**src/rtl/seven_seg_mixed_radix_disp.sv**
```systemverilog
// Seven-segment driver: a sequential mixed-radix double-dabble engine feeds display
// registers, which drive registered active-low segments with blink, blanking and overflow dashes.
module seven_seg_mixed_radix_disp #(
    parameter int NUM_DIGITS = 6,
    parameter int VALUE_W    = 19,
    parameter int BLINK_DIV  = 25_000_000
) (
    input  logic                    clk,
    input  logic                    rst_n,
    input  logic                    enable,
    input  logic                    mode,
    input  logic [VALUE_W-1:0]      value,
    input  logic                    load,
    input  logic [NUM_DIGITS-1:0]   blink_mask,
    output logic                    busy,
    output logic                    done,
    output logic                    overflow,
    output logic [8*NUM_DIGITS-1:0] segs
);
    localparam int DW = 4 * NUM_DIGITS;
    localparam int CW = $clog2(VALUE_W + 1);
    localparam int BW = (BLINK_DIV > 1) ? $clog2(BLINK_DIV) : 1;
    localparam logic [CW-1:0] LAST_BIT   = CW'(VALUE_W - 1);
    localparam logic [BW-1:0] BLINK_LAST = BW'(BLINK_DIV - 1);

    localparam logic [1:0] S_IDLE = 2'd0;
    localparam logic [1:0] S_CONV = 2'd1;
    localparam logic [1:0] S_DONE = 2'd2;

    logic [1:0]            r_state;
    logic [CW-1:0]         r_bitCnt;
    logic [VALUE_W-1:0]    r_shift;
    logic                  r_workMode;
    logic [DW-1:0]         r_work;
    logic                  r_convOvf;
    logic                  r_pendValid;
    logic [VALUE_W-1:0]    r_pendValue;
    logic                  r_pendMode;
    logic [DW-1:0]         r_disp;
    logic                  r_dispMode;
    logic                  r_overflow;
    logic                  r_done;
    logic [8*NUM_DIGITS-1:0] r_segs;
    logic [BW-1:0]         r_blinkCnt;
    logic                  r_blinkOn;

    logic [DW-1:0]         w_workNext;
    logic                  w_carry;
    logic                  w_carryOut;
    logic [3:0]            w_dig;
    logic [3:0]            w_half;
    logic                  w_start;
    logic [VALUE_W-1:0]    w_startValue;
    logic                  w_startMode;
    logic [8*NUM_DIGITS-1:0] w_segsNext;
    logic                  w_lead;
    logic                  w_nz;
    logic [7:0]            w_glyph;

    function automatic logic [7:0] glyph(input logic [3:0] d);
        case (d)
            4'd0:    glyph = 8'hC0;
            4'd1:    glyph = 8'hF9;
            4'd2:    glyph = 8'hA4;
            4'd3:    glyph = 8'hB0;
            4'd4:    glyph = 8'h99;
            4'd5:    glyph = 8'h92;
            4'd6:    glyph = 8'h82;
            4'd7:    glyph = 8'hF8;
            4'd8:    glyph = 8'h80;
            4'd9:    glyph = 8'h90;
            default: glyph = 8'hFF;
        endcase
    endfunction

    // One add-then-shift step; radix-6 digits get +5 so a shift past 5 carries out.
    always_comb begin
        w_carry    = r_shift[VALUE_W-1];
        w_workNext = '0;
        w_dig      = '0;
        w_half     = '0;
        for (int i = 0; i < NUM_DIGITS; i++) begin
            w_dig  = r_work[4*i +: 4];
            w_half = (r_workMode && (i == 3 || i == 5)) ? 4'd3 : 4'd5;
            if (w_dig >= w_half) w_dig = w_dig + (4'd8 - w_half);
            w_workNext[4*i +: 4] = {w_dig[2:0], w_carry};
            w_carry = w_dig[3];
        end
        w_carryOut = w_carry;
    end

    // In the done cycle a newer load supersedes whatever was pending.
    always_comb begin
        w_start      = ((r_state == S_IDLE) && load) ||
                       ((r_state == S_DONE) && (load || r_pendValid));
        w_startValue = load ? value : r_pendValue;
        w_startMode  = load ? mode  : r_pendMode;
    end

    always_ff @(posedge clk or negedge rst_n) begin
        if (!rst_n) begin
            r_state     <= S_IDLE;
            r_bitCnt    <= '0;
            r_shift     <= '0;
            r_workMode  <= 1'b0;
            r_work      <= '0;
            r_convOvf   <= 1'b0;
            r_pendValid <= 1'b0;
            r_pendValue <= '0;
            r_pendMode  <= 1'b0;
            r_disp      <= '0;
            r_dispMode  <= 1'b0;
            r_overflow  <= 1'b0;
            r_done      <= 1'b0;
        end else begin
            r_done <= 1'b0;
            case (r_state)
                S_CONV: begin
                    r_shift   <= r_shift << 1;
                    r_work    <= w_workNext;
                    r_convOvf <= r_convOvf | w_carryOut;
                    r_bitCnt  <= r_bitCnt + 1'b1;
                    if (load) begin
                        r_pendValid <= 1'b1;
                        r_pendValue <= value;
                        r_pendMode  <= mode;
                    end
                    if (r_bitCnt == LAST_BIT) begin
                        r_disp     <= w_workNext;
                        r_dispMode <= r_workMode;
                        r_overflow <= r_convOvf | w_carryOut;
                        r_done     <= 1'b1;
                        r_state    <= S_DONE;
                    end
                end
                default: begin
                    if (w_start) begin
                        r_shift     <= w_startValue;
                        r_workMode  <= w_startMode;
                        r_work      <= '0;
                        r_convOvf   <= 1'b0;
                        r_bitCnt    <= '0;
                        r_pendValid <= 1'b0;
                        r_state     <= S_CONV;
                    end else begin
                        r_state <= S_IDLE;
                    end
                end
            endcase
        end
    end

    always_ff @(posedge clk or negedge rst_n) begin
        if (!rst_n) begin
            r_blinkCnt <= '0;
            r_blinkOn  <= 1'b1;
        end else if (r_blinkCnt == BLINK_LAST) begin
            r_blinkCnt <= '0;
            r_blinkOn  <= ~r_blinkOn;
        end else begin
            r_blinkCnt <= r_blinkCnt + 1'b1;
        end
    end

    // Walk from the top digit down; w_lead stays set while only zeros have been seen.
    always_comb begin
        w_segsNext = '1;
        w_lead     = 1'b1;
        w_nz       = 1'b0;
        w_glyph    = 8'hFF;
        for (int i = NUM_DIGITS - 1; i >= 0; i--) begin
            w_nz    = (r_disp[4*i +: 4] != 4'd0);
            w_glyph = glyph(r_disp[4*i +: 4]);
            if (r_dispMode && (i == 2 || i == 4)) w_glyph[7] = 1'b0;
            if (!enable || (blink_mask[i] && !r_blinkOn))
                w_segsNext[8*i +: 8] = 8'hFF;
            else if (r_overflow)
                w_segsNext[8*i +: 8] = 8'hBF;
            else if (!r_dispMode && w_lead && !w_nz && i != 0)
                w_segsNext[8*i +: 8] = 8'hFF;
            else
                w_segsNext[8*i +: 8] = w_glyph;
            w_lead = w_lead && !w_nz;
        end
    end

    always_ff @(posedge clk or negedge rst_n) begin
        if (!rst_n) r_segs <= '1;
        else        r_segs <= w_segsNext;
    end

    assign busy     = (r_state != S_IDLE);
    assign done     = r_done;
    assign overflow = r_overflow;
    assign segs     = r_segs;

endmodule

```
**config.mk**
```make
export PLATFORM = sky130hd
export DESIGN_NAME = seven_seg_mixed_radix_disp
export DESIGN_NICKNAME = d
export VERILOG_FILES = /design/src/rtl/seven_seg_mixed_radix_disp.sv
export SDC_FILE = /design/constraint.sdc
export NUM_CORES = 1
export LEC_CHECK = 0
export CORE_UTILIZATION = 58
export CTS_CLUSTER_DIAMETER = 150
export DETAILED_ROUTE_END_ITERATION = 10
export GPL_ROUTABILITY_DRIVEN = 0
export HOLD_SLACK_MARGIN = 0.1
export PLACE_DENSITY = 0.85
export SLEW_MARGIN = 10
export SYNTH_ARGS = -nofsm -noshare
export SYNTH_HDL_FRONTEND = slang
export SYNTH_SLANG_ARGS = --single-unit
```
**constraint.sdc**
```tcl
create_clock -name clk -period 2.7 [get_ports clk]
set_input_delay 0.675 -clock clk [delete_from_list [all_inputs] [get_ports clk]]
set_output_delay 0.675 -clock clk [all_outputs]
set_load 0.01 [all_outputs]
```
==> results by group, run 1 <==
Clock tree
  • Cts hold-fix bufs: 0
  • Clock-pin slew of the registers on the worst-case setup and hold paths: roughly 0.06 ns
  • Resized cells post-CTS: 0
  • Sink Count: 170
  • Cts bufs inserted: 17
  • Maximum root-to-sink buffer count: 2
  • CTS tree: done
  • Number of setup buffers added after CTS: 0
  • CTS root buffer: sky130_fd_sc_hd__clkbuf_16
  • Clock H-tree levels: 4
  • Clk Latency, worst-skew pair: 0.43 ns

Layout
  • Final-layout fill cell count: 1,001
  • Area taken by flip-flops and latches: 4310 um^2
  • Post-route insts no fill: 1,084
  • Net count reported at finish: 970
  • Antenna Cells: 0
  • Final std cell area, no fill: just over 10,000 um^2
  • Share of cells above drive strength 1: approximately 15%
  • Area Growth Syn to Fin: 18.4%
  • Core Util, Final: 71.4%
  • Multi-input gate area: around 3900 um^2

Drt
  • Routed length per placed instance: about 15 um
  • Number of remaining DRC errors: 0
  • First-pass iteration count of the detailed router: 5
  • Number of nets with antenna violations after detailed routing: 0
  • Detailed Route Iter0 Violations: 347
  • Total via count in the routed design: around 6,000
  • Via density: approximately 5.7
  • Overall routed net length: 16,700 um

Critical path
  • Kind of end point of the critical path: output port
  • Number of cells on the worst reg-to-reg path: 7
  • Crit path max-delay family: flip-flops
  • Launch point of the worst reg-to-reg path: r_disp[16]
  • Worst EP arrival: 1.69 ns
  • Startpoint kind of the worst setup timing path: register
  • Crit-path max cell delay: 0.63 ns
  • Critical path peak fanout: 10
  • Worst reg2reg path endpoint: segs[16]
  • Slowest stage cell on the critical path: sky130_fd_sc_hd__dfrtp_1
  • Launching element of the worst setup path: overflow
  • Critical path type: reg -> out
  • Cell-by-cell listing of the critical path: clkdlybuf4s50_1
  • Worst reg2reg setup slack: approximately 0.56 ns
  • Critical Path RT: 2.03 ns
  • Worst Path Buf+Inv: 1

Floorplan
  • Die Footprint: 15,100 um^2
  • Ports: 81
  • Standard cell core area: 14,100 um^2
  • Number of placement rows: 43
  • Die boundary width: 123 um
  • Starting utilization of the core area: 60.3%
  • Die Y: 123 um

Global routing
  • Global-route wire length before repair: 28,500 um
  • Pin count of the biggest net entering global routing: 56
  • Total congestion overflow after global routing: 0
  • Overall routing resource usage: 24.3%
  • Antenna violations before repair: 0
  • Via count of the first global-routing pass: between 5,000 and 6,000

Timing
  • Post-route clock period utilization: 87.5%
  • Slew HR: a little under half
  • Setup repair after global routing missed its margin: false
  • Clock tree skew after final layout: 0.00863 ns
  • Final Max Slew Viols: 0
  • Worst-Margin Slew: 0.808 ns
  • Post-layout worst setup margin: 0.336 ns
  • Final hold violations: 0
  • Peak Freq: around 0.42 GHz
  • Final critical delay including setup and external delays: approximately 2.4 ns
  • Setup violations, final: 0

Hold path
  • Hold WC Path Type: in -> async

Synth
  • Number of synthesized flops with an enable pin: 0
  • Leading area contributor after synthesis: sky130_fd_sc_hd__dfrtp_1
  • Portion of synthesized cell area occupied by the leading cell type: 36.8%
  • Sequential-to-total area share from yosys stat: 50.7%
  • Synthesized netlist cell count: 818
  • Share of synthesized registers carrying an async set or reset: 100%
  • Warning count from the yosys run: 0
  • Cell Area, Synth: 8500 um^2
  • Most used flip-flop cell after synthesis: sky130_fd_sc_hd__dfrtp_1
  • Cell variety after synth: 57
  • Biggest area contributors in the synthesized netlist: sky130_fd_sc_hd__dfrtp_1 37%, sky130_fd_sc_hd__dfstp_2 14%, sky130_fd_sc_hd__ha_1 6.9%, sky130_fd_sc_hd__o21ai_0 5.5%, sky130_fd_sc_hd__mux2_2 3.6%
  • Number of flip-flops and latches in the synthesized netlist: 170
  • Syn_area_per_cell: 10.4 um^2

Place
  • Inst Count DP: 1,052
  • Pre-CTS worst setup slack: -0.0500 ns
  • Half-perimeter wire length after placement: about 11,000 um
  • Placed cell areas: 9460 um^2
  • Buffers added on ports: 76

Power
  • Static leakage: 4.45 nW
  • Pwr/cell area: around 940 nW/um^2
  • Worst IR Drop VDD: 0.677 mV
  • Total Power: approximately 9.4 mW

Run status
  • Status: completed

Flow run
  • Maximum capacitance violations: 0
## metal layers
metal	GRT usage, %	wire length [um]	up-vias
li1	-	-	2991
met1	32.3	7460	2983
met2	39.6	8170	172
met3	4.57	751	30
met4	9.41	334	0
met5	0	0	-
## report_power, final
part | switching [mW] | internal (mW) | leakage (nW) | total (mW)
sequential | 0.686 | 3.24 | 2.03 | 3.93
combinational | 1.60 | 1.48 | 2.13 | 3.09
clock | 1.01 | 1.42 | 0.281 | 2.43
## worst max path at each step
| stage | to | depth (start not counted) | slack, ns |
|---|---|---|---|
| 2_1_floorplan | r_disp[14] | 7 | 0.63 |
| 3_3_place_gp | r_work[22] | 6 | 0.03 |
| 3_5_place_dp | r_work[22] | 6 | -0.05 |
| 4_1_cts | overflow | 1 | 0.34 |
| 5_1_grt | overflow | 1 | 0.28 |
| 6_report | overflow | 1 | 0.34 |
## layout make-up
type / count / share of cell area [%]
timing repair buffer: 95 / 9.24
inverter: 35 / 1.31
sequential: 170 / 42.8
tap: 180 / 2.24
multi-input combinational: 572 / 38.4
clock buffer: 20 / 4.54
clock inverter: 12 / 1.41
## state kept, by name, summed over array words and instances (netlist names)
register     count
done             1
overflow         1
r_bitCnt         5
r_blinkCnt      25
r_blinkOn        1
r_convOvf        1
r_disp          24
r_dispMode       1
r_pendMode       1
r_pendValid      1
r_pendValue     19
r_shift         19
r_state          2
r_work          24
r_workMode       1
segs            44
## cells in the final DEF (no fill, tap or decap), types with 6 or more instances in the layout
| cell | n |
|---|---|
| sky130_fd_sc_hd__nand2_1 | 66 |
| sky130_fd_sc_hd__nand4_1 | 7 |
| sky130_fd_sc_hd__ha_1 | 47 |
| sky130_fd_sc_hd__mux2_2 | 27 |
| sky130_fd_sc_hd__a221o_1 | 18 |
| sky130_fd_sc_hd__nand2b_1 | 15 |
| sky130_fd_sc_hd__xor2_1 | 14 |
| sky130_fd_sc_hd__nand3_1 | 36 |
| sky130_fd_sc_hd__nor3b_1 | 12 |
| sky130_fd_sc_hd__a21oi_1 | 40 |
| sky130_fd_sc_hd__clkdlybuf4s50_1 | 75 |
| sky130_fd_sc_hd__and3_1 | 6 |
| sky130_fd_sc_hd__o31ai_1 | 6 |
| sky130_fd_sc_hd__nor2b_1 | 16 |
| sky130_fd_sc_hd__dfstp_2 | 45 |
| sky130_fd_sc_hd__xnor2_1 | 18 |
| sky130_fd_sc_hd__o21ai_0 | 94 |
| sky130_fd_sc_hd__buf_4 | 17 |
| sky130_fd_sc_hd__clkbuf_16 | 17 |
| sky130_fd_sc_hd__dfrtp_1 | 125 |
| sky130_fd_sc_hd__nor3_1 | 7 |
| sky130_fd_sc_hd__inv_1 | 35 |
| sky130_fd_sc_hd__nor2_1 | 64 |
| sky130_fd_sc_hd__mux2i_1 | 24 |
## Yosys cell counts, types with 3 or more instances
| cell type | count |
|---|---|
| sky130_fd_sc_hd__buf_4 | 4 |
| sky130_fd_sc_hd__o31ai_1 | 6 |
| sky130_fd_sc_hd__o211ai_1 | 3 |
| sky130_fd_sc_hd__dfstp_2 | 45 |
| sky130_fd_sc_hd__a211oi_1 | 3 |
| sky130_fd_sc_hd__nor3b_1 | 12 |
| sky130_fd_sc_hd__nor2b_1 | 17 |
| sky130_fd_sc_hd__buf_1 | 3 |
| sky130_fd_sc_hd__nor3_1 | 7 |
| sky130_fd_sc_hd__and2_1 | 3 |
| sky130_fd_sc_hd__nand3_1 | 36 |
| sky130_fd_sc_hd__inv_1 | 35 |
| sky130_fd_sc_hd__buf_2 | 6 |
| sky130_fd_sc_hd__a32o_1 | 4 |
| sky130_fd_sc_hd__nor2_1 | 65 |
| sky130_fd_sc_hd__mux2_2 | 27 |
| sky130_fd_sc_hd__a21boi_0 | 3 |
| sky130_fd_sc_hd__nand2b_1 | 15 |
| sky130_fd_sc_hd__and3_1 | 6 |
| sky130_fd_sc_hd__clkbuf_1 | 29 |
| sky130_fd_sc_hd__nand4_1 | 7 |
| sky130_fd_sc_hd__a21o_1 | 4 |
| sky130_fd_sc_hd__nand2_1 | 66 |
| sky130_fd_sc_hd__o21ai_0 | 94 |
| sky130_fd_sc_hd__xnor2_1 | 18 |
| sky130_fd_sc_hd__a221o_1 | 18 |
| sky130_fd_sc_hd__xor2_1 | 14 |
| sky130_fd_sc_hd__dfrtp_1 | 125 |
| sky130_fd_sc_hd__a21oi_1 | 40 |
| sky130_fd_sc_hd__mux2i_1 | 24 |
| sky130_fd_sc_hd__ha_1 | 47 |
| sky130_fd_sc_hd__or2_2 | 3 |
## logic make-up after synthesis
group / Yosys count / share of synthesized area (%)
AOI/OAI and AO/OA: 186 / 13.3
buffers and inverters: 79 / 3.97
xor gates and xnor gates: 32 / 3.30
other: 1 / 0.0441
muxes: 51 / 6.40
and+or+nand+nor: 250 / 14.9
DFF: 170 / 50.7
adders and majority gates: 49 / 7.39
## metrics by stage
stage	hold slack (ns)	setup TNS [ns]
finish	0.201	0
floorplan	0.379	0
global placement	0.469	0
CTS	0.213	0
detailed placement	0.469	-0.0500
global route	0.236	0
(Power assumes the default switching activity.)
==> inputs of run 2 (changes only) <==
Settings changed: CORE_MARGIN set to 4.
==> results by group, run 2 (synthesized netlist as in run 1, its figures left out) <==
Run status
  • Status: completed

Floorplan
  • Ports: 81 (unchanged)
  • Number of placement rows: 43 (unchanged)
  • Standard cell core area: 14,100 um^2 (unchanged)
  • Die boundary width: 129 um (+4.9%)
  • Die Y: 129 um (+4.9%)
  • Die Footprint: 16,700 um^2 (+10%)
  • Starting utilization of the core area: 60.3% (unchanged)

Drt
  • Number of remaining DRC errors: 0 (unchanged)
  • Met3 wire length: 927 um (+23%)
  • Overall routed net length: 16,600 um (-0.48%)
  • Highest routed layer: met4
  • Detailed Route Iter0 Violations: 453 (+31%)
  • Sum of met2 wire segment lengths after detailed routing: 8290 um (+1.5%)
  • Routed length per placed instance: 15.3 um (-0.48%)
  • First-pass iteration count of the detailed router: 5 (unchanged)
  • Via density: 5.70 (about the same)
  • Total via count in the routed design: 6,181 (+0.081%)
  • Number of nets with antenna violations after detailed routing: 0 (unchanged)
  • M1 wire length: 7020 um (-5.9%)

Global routing
  • Global-route wire length before repair: 28,200 um (-1.1%)
  • Total congestion overflow after global routing: 0 (unchanged)
  • Via count of the first global-routing pass: 5,995 (+0.25%)
  • Pin count of the biggest net entering global routing: 47 (-16%)
  • Overall routing resource usage: 21.2% (-3.1 points)
  • Antenna violations before repair: 0 (unchanged)

Clock tree
  • Maximum root-to-sink buffer count: 2 (unchanged)
  • Cts bufs inserted: 17 (unchanged)
  • Number of setup buffers added after CTS: 0 (unchanged)
  • Cts hold-fix bufs: 0 (unchanged)
  • CTS root buffer: sky130_fd_sc_hd__clkbuf_16
  • CTS tree: done
  • Resized cells post-CTS: 0 (unchanged)
  • Clock-pin slew of the registers on the worst-case setup and hold paths: 0.06 ns (about the same)
  • Clock H-tree levels: 4 (unchanged)
  • Sink Count: 170 (unchanged)
  • Clk Latency, worst-skew pair: 0.43 ns (about the same)

Timing
  • Worst-Margin Slew: 0.580 ns (-0.228 ns)
  • Clock tree skew after final layout: 0.00680 ns (-0.00183 ns)
  • Peak Freq: 0.426 GHz (+0.72%)
  • Slew HR: 61.3% (+15 points)
  • Setup violations, final: 0 (unchanged)
  • Post-Route Setup TNS: 0 ns (unchanged)
  • Final critical delay including setup and external delays: 2.35 ns (-0.0169 ns)
  • Final hold violations: 0 (unchanged)
  • Setup repair after global routing missed its margin: false
  • Post-route clock period utilization: 86.9% (-0.63 points)
  • Final Max Slew Viols: 0 (unchanged)
  • Worst slack on hold paths: 0.177 ns (-0.0247 ns)

Critical path
  • Cell-by-cell listing of the critical path: or2_2 > clkdlybuf4s50_1
  • Kind of end point of the critical path: output port
  • Startpoint kind of the worst setup timing path: register
  • Worst Path Buf+Inv: 1 (unchanged)
  • Critical path type: reg -> out
  • Worst EP arrival: 1.67 ns (-0.02 ns)
  • Slowest stage cell on the critical path: sky130_fd_sc_hd__clkdlybuf4s50_1
  • Critical Path RT: 2.03 ns (about the same)
  • Crit path max-delay family: buffers and inverters
  • Critical path peak fanout: 5 (-5)
  • Crit-path max cell delay: 0.49 ns (-0.14 ns)

Layout
  • Flip-flop count of the largest register, all copies and words added: 44 (unchanged)
  • Antenna Cells: 0 (unchanged)
  • Multi-input gate area: 3860 um^2 (about the same)
  • Area Growth Syn to Fin: 17.7%
  • Most frequent standard cell in the layout excluding fill and tap cells: sky130_fd_sc_hd__dfrtp_1
  • Area taken by flip-flops and latches: 4310 um^2 (unchanged)
  • Net count reported at finish: 970 (unchanged)
  • Share of cells above drive strength 1: 14.5% (-0.33 points)
  • Commonest cells after routing, fill and taps aside: 125 x sky130_fd_sc_hd__dfrtp_1, 94 x sky130_fd_sc_hd__o21ai_0, 75 x sky130_fd_sc_hd__clkdlybuf4s50_1
  • Final-layout fill cell count: 1,009 (+0.80%)

Power
  • Pwr/cell area: 923 nW/um^2 (-1.7%)
  • Fraction of power consumed by combinational cells: 33.3% (+0.6 points)
  • Static leakage: 4.43 nW (-0.31%)
  • Sequential power share: 42.5% (+0.9 points)
  • Share of power burned in the clock network: 24.2% (-1.6 points)
  • P_sw: 3.23 mW (-2.1%)
  • Switching share of total power: 35.0% (about the same)
  • Internal Dissipation: 6.01 mW (-2.3%)
  • Worst IR Drop VDD: 0.560 mV (-17%)

Place
  • Half-perimeter wire length after placement: 11,700 um (+3.1%)
  • Buffers added on ports: 76 (unchanged)

Hold path
  • Hold WC Path Type: in -> async

Flow run
  • Maximum capacitance violations: 0 (unchanged)
run 2: power by group through the flow:
stage	registers [mW]	clock network (mW)	logic, mW
floorplan	3.73	0	2.26
CTS	3.92	2.28	3.09
global route	4.03	2.38	3.51
finish	3.93	2.23	3.08
global placement	3.93	0	2.91
detailed placement	3.96	0	3.04
run 2: stage by stage:
stage | utilization, % | cell area (um^2) | power [mW] | std cells | setup WS (ns)
after global routing | 71.0 | 10000 | 9.93 | 1084 | 0.251
after detailed placement | 67.1 | 9460 | 7.00 | 1052 | 0.213
after CTS | 71.0 | 10000 | 9.29 | 1084 | 0.335
after floorplan | - | 8510 | 5.99 | 821 | 0.633
after global placement | 67.1 | 9460 | 6.83 | 1052 | 0.251
final | 71.0 | 10000 | 9.24 | 1084 | 0.353
run 2: layer usage:
layer	GRT usage [%]	vias to the layer above
li1	-	2991
met1	26.6	2987
met2	35.6	169
met3	4.91	34
met4	8.77	0
met5	0	-
run 2: cell type report:
cell class              instances  area share (%)
well taps                     180            2.25
flip-flops and latches        170            43.1
multi-input cells             572            38.6
clock inverters                 7           0.400
inverters                      35            1.31
clock buffers                  25            5.05
repair buffers                 95            9.29
run 2: worst paths after layout:
check	startpoint	end	slack, ns	cells past startpoint
max	r_state[0]	busy	0.35	2
min in group clk	r_blinkCnt[0]	r_blinkCnt[0]	0.49	1
max reg2reg	r_workMode	r_work[16]	0.40	8
max in group asynchronous	rst_n	segs[28]	1.82	2
min reg2reg	r_blinkCnt[0]	r_blinkCnt[0]	0.49	1
min	rst_n	r_disp[21]	0.18	1
==> inputs of run 3 (changes only) <==
Settings changed: CORE_ASPECT_RATIO set to 0.5, CORE_MARGIN 4 to 2.
==> results by group, run 3 (synthesized netlist as in run 1, its figures left out) <==
Layout
  • Flip-flop count of the largest register, all copies and words added: 44 (unchanged)
  • Antenna Cells: 0 (unchanged)
  • Net count reported at finish: 968 (-0.21%)
  • Share of cells above drive strength 1: 14.6% (+0.14 points)
  • Final-layout fill cell count: 1,011 (+0.20%)
  • Area taken by flip-flops and latches: 4310 um^2 (unchanged)
  • Post-route insts no fill: 1,100 (+1.5%)
  • Area Growth Syn to Fin: 18.6%
  • Most frequent standard cell in the layout excluding fill and tap cells: sky130_fd_sc_hd__dfrtp_1
  • Commonest cells after routing, fill and taps aside: 125 x sky130_fd_sc_hd__dfrtp_1, 94 x sky130_fd_sc_hd__o21ai_0, 75 x sky130_fd_sc_hd__clkdlybuf4s50_1
  • Multi-input gate area: 3860 um^2 (unchanged)

Critical path
  • Startpoint kind of the worst setup timing path: register
  • Launch point of the worst reg-to-reg path: r_workMode
  • Critical path type: reg -> out
  • Launching element of the worst setup path: r_state[0]
  • Worst EP arrival: 1.68 ns (about the same)
  • Critical Path RT: 2.03 ns (about the same)
  • Kind of end point of the critical path: output port
  • Critical path peak fanout: 5 (unchanged)

Global routing
  • Overall routing resource usage: 24.4% (+3.2 points)
  • Antenna violations before repair: 0 (unchanged)
  • Via count of the first global-routing pass: 6,217 (+3.7%)
  • Pin count of the biggest net entering global routing: 65 (+38%)
  • Total congestion overflow after global routing: 0 (unchanged)
  • Global-route wire length before repair: 30,100 um (+6.8%)

Clock tree
  • Resized cells post-CTS: 0 (unchanged)
  • Cts bufs inserted: 17 (unchanged)
  • Number of setup buffers added after CTS: 0 (unchanged)
  • CTS tree: done
  • Clk Latency, worst-skew pair: 0.43 ns (about the same)
  • Sink Count: 170 (unchanged)
  • Clock-pin slew of the registers on the worst-case setup and hold paths: 0.07 ns (about the same)
  • CTS root buffer: sky130_fd_sc_hd__clkbuf_16
  • Maximum root-to-sink buffer count: 2 (unchanged)
  • Clock H-tree levels: 4 (unchanged)
  • Cts hold-fix bufs: 0 (unchanged)

Drt
  • Routed length per placed instance: 16.4 um (+6.7%)
  • Via density: 5.68 (-0.45%)
  • Number of remaining DRC errors: 0 (unchanged)
  • First-pass iteration count of the detailed router: 4 (-1)
  • Total via count in the routed design: 6,244 (+1.0%)
  • Overall routed net length: 18,000 um (+8.3%)
  • Detailed Route Iter0 Violations: 432 (-4.6%)
  • Number of nets with antenna violations after detailed routing: 0 (unchanged)

Floorplan
  • Starting utilization of the core area: 59.1% (-1.2 points)
  • Number of placement rows: 31 (-28%)
  • Die boundary width: 175 um (+36%)
  • Die Footprint: 15,700 um^2 (-5.8%)
  • Ports: 81 (unchanged)
  • Die Y: 89.6 um (-31%)
  • Standard cell core area: 14,400 um^2 (+2.1%)

Power
  • Static leakage: 4.45 nW (+0.42%)
  • Pwr/cell area: 950 nW/um^2 (+2.8%)
  • Worst IR Drop VDD: 0.469 mV (-16%)
  • Total Power: 9.57 mW (+3.6%)

Hold path
  • Hold WC Path Type: in -> async

Timing
  • Post-route clock period utilization: 87.1% (+0.21 points)
  • Clock tree skew after final layout: 0.0104 ns (+0.00355 ns)
  • Final hold violations: 0 (unchanged)
  • Final Max Slew Viols: 0 (unchanged)
  • Post-Route Setup TNS: 0 ns (unchanged)
  • Worst-Margin Slew: 0.662 ns (+0.0816 ns)
  • Peak Freq: 0.425 GHz (-0.24%)
  • Setup violations, final: 0 (unchanged)
  • Slew HR: 55.9% (-5.4 points)
  • Final critical delay including setup and external delays: 2.35 ns (+0.00555 ns)
  • Setup repair after global routing missed its margin: false
  • Worst slack on hold paths: 0.190 ns (+0.0132 ns)

Place
  • Buffers added on ports: 76 (unchanged)
  • Half-perimeter wire length after placement: 12,100 um (+2.8%)
  • Inst Count DP: 1,068 (+1.5%)

Flow run
  • Maximum capacitance violations: 0 (unchanged)

Run status
  • Status: completed
run 3: critical path: stages, from the launching register on:
cell	delay [ns]
sky130_fd_sc_hd__dfrtp_1	0.42
sky130_fd_sc_hd__or2_2	0.35
sky130_fd_sc_hd__clkdlybuf4s50_1	0.49
run 3: final timing paths:
| kind | end | slack (ns) | depth (start not counted) |
|---|---|---|---|
| worst max-delay path | busy | 0.35 | 2 |
| worst min-delay path | r_pendValue[2] | 0.19 | 1 |
| worst max register to register | r_work[16] | 0.47 | 8 |
| worst min register to register | r_pendValid | 0.48 | 2 |
| max in group asynchronous | segs[10] | 1.76 | 2 |
| min in group clk | r_pendValid | 0.48 | 2 |
run 3: cell type report:
cell class	count	share of cell area [%]
tap	198	2.46
inverter	35	1.30
sequential	170	42.8
clock inverter	15	1.74
clock buffer	17	4.22
multi-input combinational	572	38.3
timing repair buffer	93	9.20
run 3: power breakdown:
part / internal (mW) / leakage [nW] / switching (mW) / total (mW)
combinational: 1.49 / 2.13 / 1.64 / 3.13
clock: 1.40 / 0.292 / 1.10 / 2.50
sequential: 3.24 / 2.03 / 0.696 / 3.94
run 3: metrics by stage:
| step | worst slack (ns) | area, um^2 | util, % |
|---|---|---|---|
| 2_1_floorplan | 0.633 | 8510 | - |
| 3_3_place_gp | 0.390 | 9480 | 65.9 |
| 3_5_place_dp | 0.334 | 9480 | 65.9 |
| 4_1_cts | 0.362 | 10100 | 70.1 |
| 5_1_grt | 0.318 | 10100 | 70.1 |
| 6_report | 0.348 | 10100 | 70.1 |
run 3: layer usage:
layer / wire [um] / vias up / track usage, %
li1: - / 2977 / -
met1: 7970 / 3068 / 31.4
met2: 8850 / 172 / 42.2
met3: 907 / 27 / 5.30
met4: 290 / 0 / 8.18
met5: 0 / - / 0
